==> config.mk <==
export PLATFORM = sky130hd
export DESIGN_NAME = alu_issue
export DESIGN_NICKNAME = d
export VERILOG_FILES = /design/src/rtl/alu_issue.sv
export SDC_FILE = /design/constraint.sdc
export NUM_CORES = 1
export LEC_CHECK = 0
export ABC_CLOCK_PERIOD_IN_PS = 4300
export CORE_UTILIZATION = 43
export DETAILED_ROUTE_END_ITERATION = 12
export HOLD_SLACK_MARGIN = 0.05
export PLACE_DENSITY = 0.85
export SETUP_SLACK_MARGIN = 0.15
export SYNTH_ARGS = -nofsm -noshare
export SYNTH_HDL_FRONTEND = slang
export SYNTH_SLANG_ARGS = --single-unit
==> constraint.sdc <==
create_clock -name clk -period 4.3 [get_ports clk]
set_clock_uncertainty 0.05 [all_clocks]
set_input_delay 0.645 -clock clk [delete_from_list [all_inputs] [get_ports clk]]
set_output_delay 0.645 -clock clk [all_outputs]
set_load 0.01 [all_outputs]
==> src/rtl/alu_issue.sv <==
// Two-stage issue/retire wrapper around a combinational ALU: decodes MIPS ALUOp/funct,
// registers operands for issue, captures results at retire, counts overflows (saturating).
module alu_issue #(
    parameter int DWIDTH = 32,
    parameter int CWIDTH = 16
) (
    input  logic              clk,
    input  logic              rst,
    input  logic              in_valid,
    output logic              in_ready,
    input  logic [1:0]        in_aluop,
    input  logic [5:0]        in_funct,
    input  logic [DWIDTH-1:0] in_a,
    input  logic [DWIDTH-1:0] in_b,
    output logic [3:0]        alu_op,
    output logic [DWIDTH-1:0] alu_rs1,
    output logic [DWIDTH-1:0] alu_rs2,
    input  logic [DWIDTH-1:0] alu_rd,
    input  logic              alu_zero,
    input  logic              alu_overflow,
    output logic              out_valid,
    input  logic              out_ready,
    output logic [DWIDTH-1:0] out_rd,
    output logic              out_zero,
    output logic              out_overflow,
    output logic              out_illegal,
    output logic [CWIDTH-1:0] ovf_count
);

    logic [3:0]        dec_op;
    logic              dec_illegal;

    logic              s1_valid_reg;
    logic [3:0]        s1_op_reg;
    logic              s1_illegal_reg;
    logic [DWIDTH-1:0] s1_a_reg;
    logic [DWIDTH-1:0] s1_b_reg;

    logic              out_valid_reg;
    logic [DWIDTH-1:0] out_rd_reg;
    logic              out_zero_reg;
    logic              out_overflow_reg;
    logic              out_illegal_reg;
    logic [CWIDTH-1:0] ovf_count_reg;

    logic [DWIDTH-1:0] s2_rd_next;
    logic              s2_zero_next;
    logic              s2_overflow_next;

    logic              adv2;
    logic              in_fire;
    logic              s2_load;
    logic              out_fire;

    always_comb begin
        dec_op      = 4'b1111;
        dec_illegal = 1'b1;
        case (in_aluop)
            2'b00: begin dec_op = 4'b0010; dec_illegal = 1'b0; end
            2'b01: begin dec_op = 4'b0110; dec_illegal = 1'b0; end
            2'b10: begin
                dec_illegal = 1'b0;
                case (in_funct)
                    6'b100000: dec_op = 4'b0010;
                    6'b100010: dec_op = 4'b0110;
                    6'b100100: dec_op = 4'b0000;
                    6'b100101: dec_op = 4'b0001;
                    6'b100111: dec_op = 4'b1100;
                    6'b101010: dec_op = 4'b0111;
                    default: begin
                        dec_op      = 4'b1111;
                        dec_illegal = 1'b1;
                    end
                endcase
            end
            default: begin
                dec_op      = 4'b1111;
                dec_illegal = 1'b1;
            end
        endcase
    end

    assign adv2     = ~out_valid_reg | out_ready;
    assign in_ready = ~s1_valid_reg | adv2;
    assign in_fire  = in_valid & in_ready;
    assign s2_load  = s1_valid_reg & adv2;
    assign out_fire = out_valid_reg & out_ready;

    // Illegal ops retire as all-zero results no matter what the ALU produced.
    genvar gi;
    generate
        for (gi = 0; gi < DWIDTH; gi++) begin : g_rd_mask
            assign s2_rd_next[gi] = alu_rd[gi] & ~s1_illegal_reg;
        end
    endgenerate
    assign s2_zero_next     = alu_zero & ~s1_illegal_reg;
    assign s2_overflow_next = alu_overflow & ~s1_illegal_reg;

    always_ff @(posedge clk) begin
        if (rst) begin
            s1_valid_reg   <= 1'b0;
            s1_op_reg      <= 4'b0000;
            s1_illegal_reg <= 1'b0;
            s1_a_reg       <= '0;
            s1_b_reg       <= '0;
        end else if (in_fire) begin
            s1_valid_reg   <= 1'b1;
            s1_op_reg      <= dec_op;
            s1_illegal_reg <= dec_illegal;
            s1_a_reg       <= in_a;
            s1_b_reg       <= in_b;
        end else if (s2_load) begin
            s1_valid_reg   <= 1'b0;
        end
    end

    always_ff @(posedge clk) begin
        if (rst) begin
            out_valid_reg    <= 1'b0;
            out_rd_reg       <= '0;
            out_zero_reg     <= 1'b0;
            out_overflow_reg <= 1'b0;
            out_illegal_reg  <= 1'b0;
        end else if (s2_load) begin
            out_valid_reg    <= 1'b1;
            out_rd_reg       <= s2_rd_next;
            out_zero_reg     <= s2_zero_next;
            out_overflow_reg <= s2_overflow_next;
            out_illegal_reg  <= s1_illegal_reg;
        end else if (out_fire) begin
            out_valid_reg    <= 1'b0;
        end
    end

    always_ff @(posedge clk) begin
        if (rst) begin
            ovf_count_reg <= '0;
        end else if (out_fire && out_overflow_reg && (ovf_count_reg != {CWIDTH{1'b1}})) begin
            ovf_count_reg <= ovf_count_reg + 1'b1;
        end
    end

    assign alu_op       = s1_op_reg;
    assign alu_rs1      = s1_a_reg;
    assign alu_rs2      = s1_b_reg;
    assign out_valid    = out_valid_reg;
    assign out_rd       = out_rd_reg;
    assign out_zero     = out_zero_reg;
    assign out_overflow = out_overflow_reg;
    assign out_illegal  = out_illegal_reg;
    assign ovf_count    = ovf_count_reg;

endmodule

==> key figures <==
Setup path
  – Crit-path slowest cell: clkdlybuf4s50_1
  – Critical path class: input pin to output port
  – Crit-path leading delay family: buffers and inverters
  – Crit. End Element: output port
  – Cell Chain, Critical Path: clkdlybuf4s50_1, nand3b_1, clkdlybuf4s50_1
  – Critical path required time: 3.61 ns
  – Setup crit start kind: input pin
  – Crit-path max FO: 5
  – CP Data Arrival Time: approximately 2.0 ns
  – CP Buf/Inv Count: 2
  – CP most frequent cell: clkdlybuf4s50_1
  – Slowest Stage Delay on Critical Path: 0.57 ns

Floorplan
  – Rows: 37
  – Core area: 10,460 sq um
  – Chip width: 106.5 um
  – Die height: around 110 um
  – Die ar.: 11,340 sq um
  – Initial Util: roughly 45%
  – Boundary pin count: 231

Final layout
  – Share of post-route cells with drive strength above 1: 6.110%
  – Area delta synth->final: 63.62%
  – ANT cells: 0
  – Net count, final: 901

STA
  – Least-Margin Pin Slew: 1.170 ns
  – Setup TNS: 0 ns
  – Final worst-path cycle share: 62.81%
  – RSZ-0062 raised after global routing: no
  – Slew Limit Fails: 0
  – Period minus WS final: 2.701 ns
  – Setup-failing EPs final: 0
  – Achievable frequency: 370.3 MHz
  – Worst hold margin: between 0.3 and 0.4 ns
  – Hold Fails Final Rpt: 0
  – Slew margin rel.: 21.31%
  – Post-route setup slack: 1.599 ns

Detailed routing
  – DRC viols: 0
  – Routed length per instance: 15.63 um
  – Drt pass-1 iters: 5
  – Via density per instance: between 5 and 6
  – Routed WL: 14.66 mm
  – DR iter-0 viols: between 300 and 400
  – ANT nets after route: 0
  – DR vias: 4,885

Placed design
  – PortBufs: 230
  – Setup WS pre-CTS: ~1.4 ns
  – Gp weighted congestion: 0.8134
  – Detailed placement HPWL: 10.12 mm

Flow run
  – Max-cap check violation count: 0

Logic synthesis
  – Cells after synthesis: ~580
  – #FFs+latches synth: 122
  – Yosys cell types: 36
  – Syn Std Cell Area: 4695 sq um
  – Register area share after synthesis: between 50% and 60%
  – Synth warn: 0
  – Post-Synthesis Net Count: between 600 and 700
  – Synth Area per Inst: between 8 and 9 sq um

Clock network
  – TritonCTS clock tree: built
  – Postcts setup bufs: 0
  – CTS Hold Bufs: 0
  – Root buffer cell: clkbuf_8
  – Clk buf depth: 2
  – CTS resizes: 0
  – CTS Sinks: approximately 120
  – Clk pin slew, worst setup/hold paths: roughly 0.050 ns
  – H-tree levels: 4
  – Clk_lat worst skew: 0.51 ns
  – CTS Buf Count: 17

Global routing
  – Global-route wire length before repair: about 23 mm
  – Remaining Overflow, GRT: 0
  – Vias in the first global route: 4,853
  – Total GRT Usage: 25.76%
  – Initial antenna violation count: 0
  – Largest net degree at the start of global routing: 78

Power
  – Maximum vdd drop: 0.0002216 V
  – Power density cells: ~400 nW/um^2
  – Total power: 3065 uW
  – Leakage power: 0.002756 uW

Outcome
  – Outcome: finished, final reports clean

Worst hold path
  – Hold Crit Class: flop to flop
[cell usage in the layout, fill, tap and decap left out, types with 3 or more instances in the layout]
cell type and count:
nor4_1 4, nand2_1 174, clkbuf_1 3, nor2_1 8
nand3_1 5, clkbuf_16 16, o21ai_0 6, buf_4 6
nand4_1 3, o31ai_1 5, clkbuf_8 5, a211oi_1 3
nor2b_1 5, or4_1 4, or3_1 6, clkdlybuf4s50_1 229
a21oi_1 114, nand3b_1 38, dfxtp_1 122, bufinv_16 4
inv_1 5, nor3_1 7
[report_power, final]
part | switching (uW) | leakage (uW) | internal [uW] | total, uW
logic | 157 | 0.00146 | 215 | 372
registers | 33.3 | 0.00100 | 1180 | 1220
clock network | 477 | 0.000301 | 998 | 1470
[cell usage after synthesis (all sizes together)]
cell	n	share of area [%]
or3	8	1.1
o21ai	6	0.64
nand4	5	1.1
o31ai	5	0.80
dfxtp	122	52
o41ai	2	0.37
inv	5	0.40
or3b	2	0.37
nor2b	6	0.80
nor3	7	0.75
o21ba	2	0.43
nor4	5	0.80
mux2	2	0.48
and3	1	0.13
a2111o	1	0.24
o311ai	1	0.19
clkbuf	38	3.1
o21a	2	0.32
a211o	1	0.19
ha	1	0.27
or4	5	0.83
buf	3	0.24
nand3b	38	6.1
xnor2	1	0.19
nand2	175	14
nor2	8	0.64
a21oi	115	12
a211oi	3	0.48
nand2b	2	0.27
nand3	5	0.53
[layout make-up]
type	count	area [sq um]
repair buffers	235	2337
well taps	136	170.2
inverters	5	18.77
clock buffers	24	480.5
clock inverters	7	137.6
fillers	822	2781
multi-input cells	409	2095
flip-flops and latches	122	2442
[worst paths after layout]
kind	from	slack (ns)	cells past startpoint	end
worst min-delay path	out_rd[26]	0.40	2	out_rd[26]
worst min register to register	out_rd[26]	0.40	2	out_rd[26]
worst max-delay path	out_ready	1.60	3	in_ready
worst max register to register	ovf_count[9]	1.96	4	ovf_count[1]
[metrics by stage]
step / instance area [sq um] / cells / util (%)
final: 7681 / 938 / 73.42
after global routing: 7681 / 938 / 73.42
after CTS: 7681 / 938 / 73.42
after detailed placement: 7063 / 907 / 67.51
after global placement: 7063 / 907 / 67.51
after floorplan: 4695 / 577 / -
[worst min-delay path, cell delays in order, from the launching register on]
cell and delay (ns):
dfxtp_1 0.30, nand2_1 0.05, a21oi_1 0.05
[logic make-up after synthesis]
family          count (synthesis)  synth area share [%]
xor+xnor                        1                0.1866
flops                         122                 52.03
mux                             2                0.4797
fa+ha+maj                       1                0.2665
compound gates                138                 15.91
buf+inv                        46                 3.705
simple gates                  267                 27.43
[routing by layer]
metal	track usage, %	vias up	wire length, um
li1	-	2383	-
met2	45.59	225	7356
met5	0	-	0
met3	9.503	44	1275
met1	26.72	2233	5536
met4	12.72	0	493
Note: power is estimated with default switching activity, not from simulation.
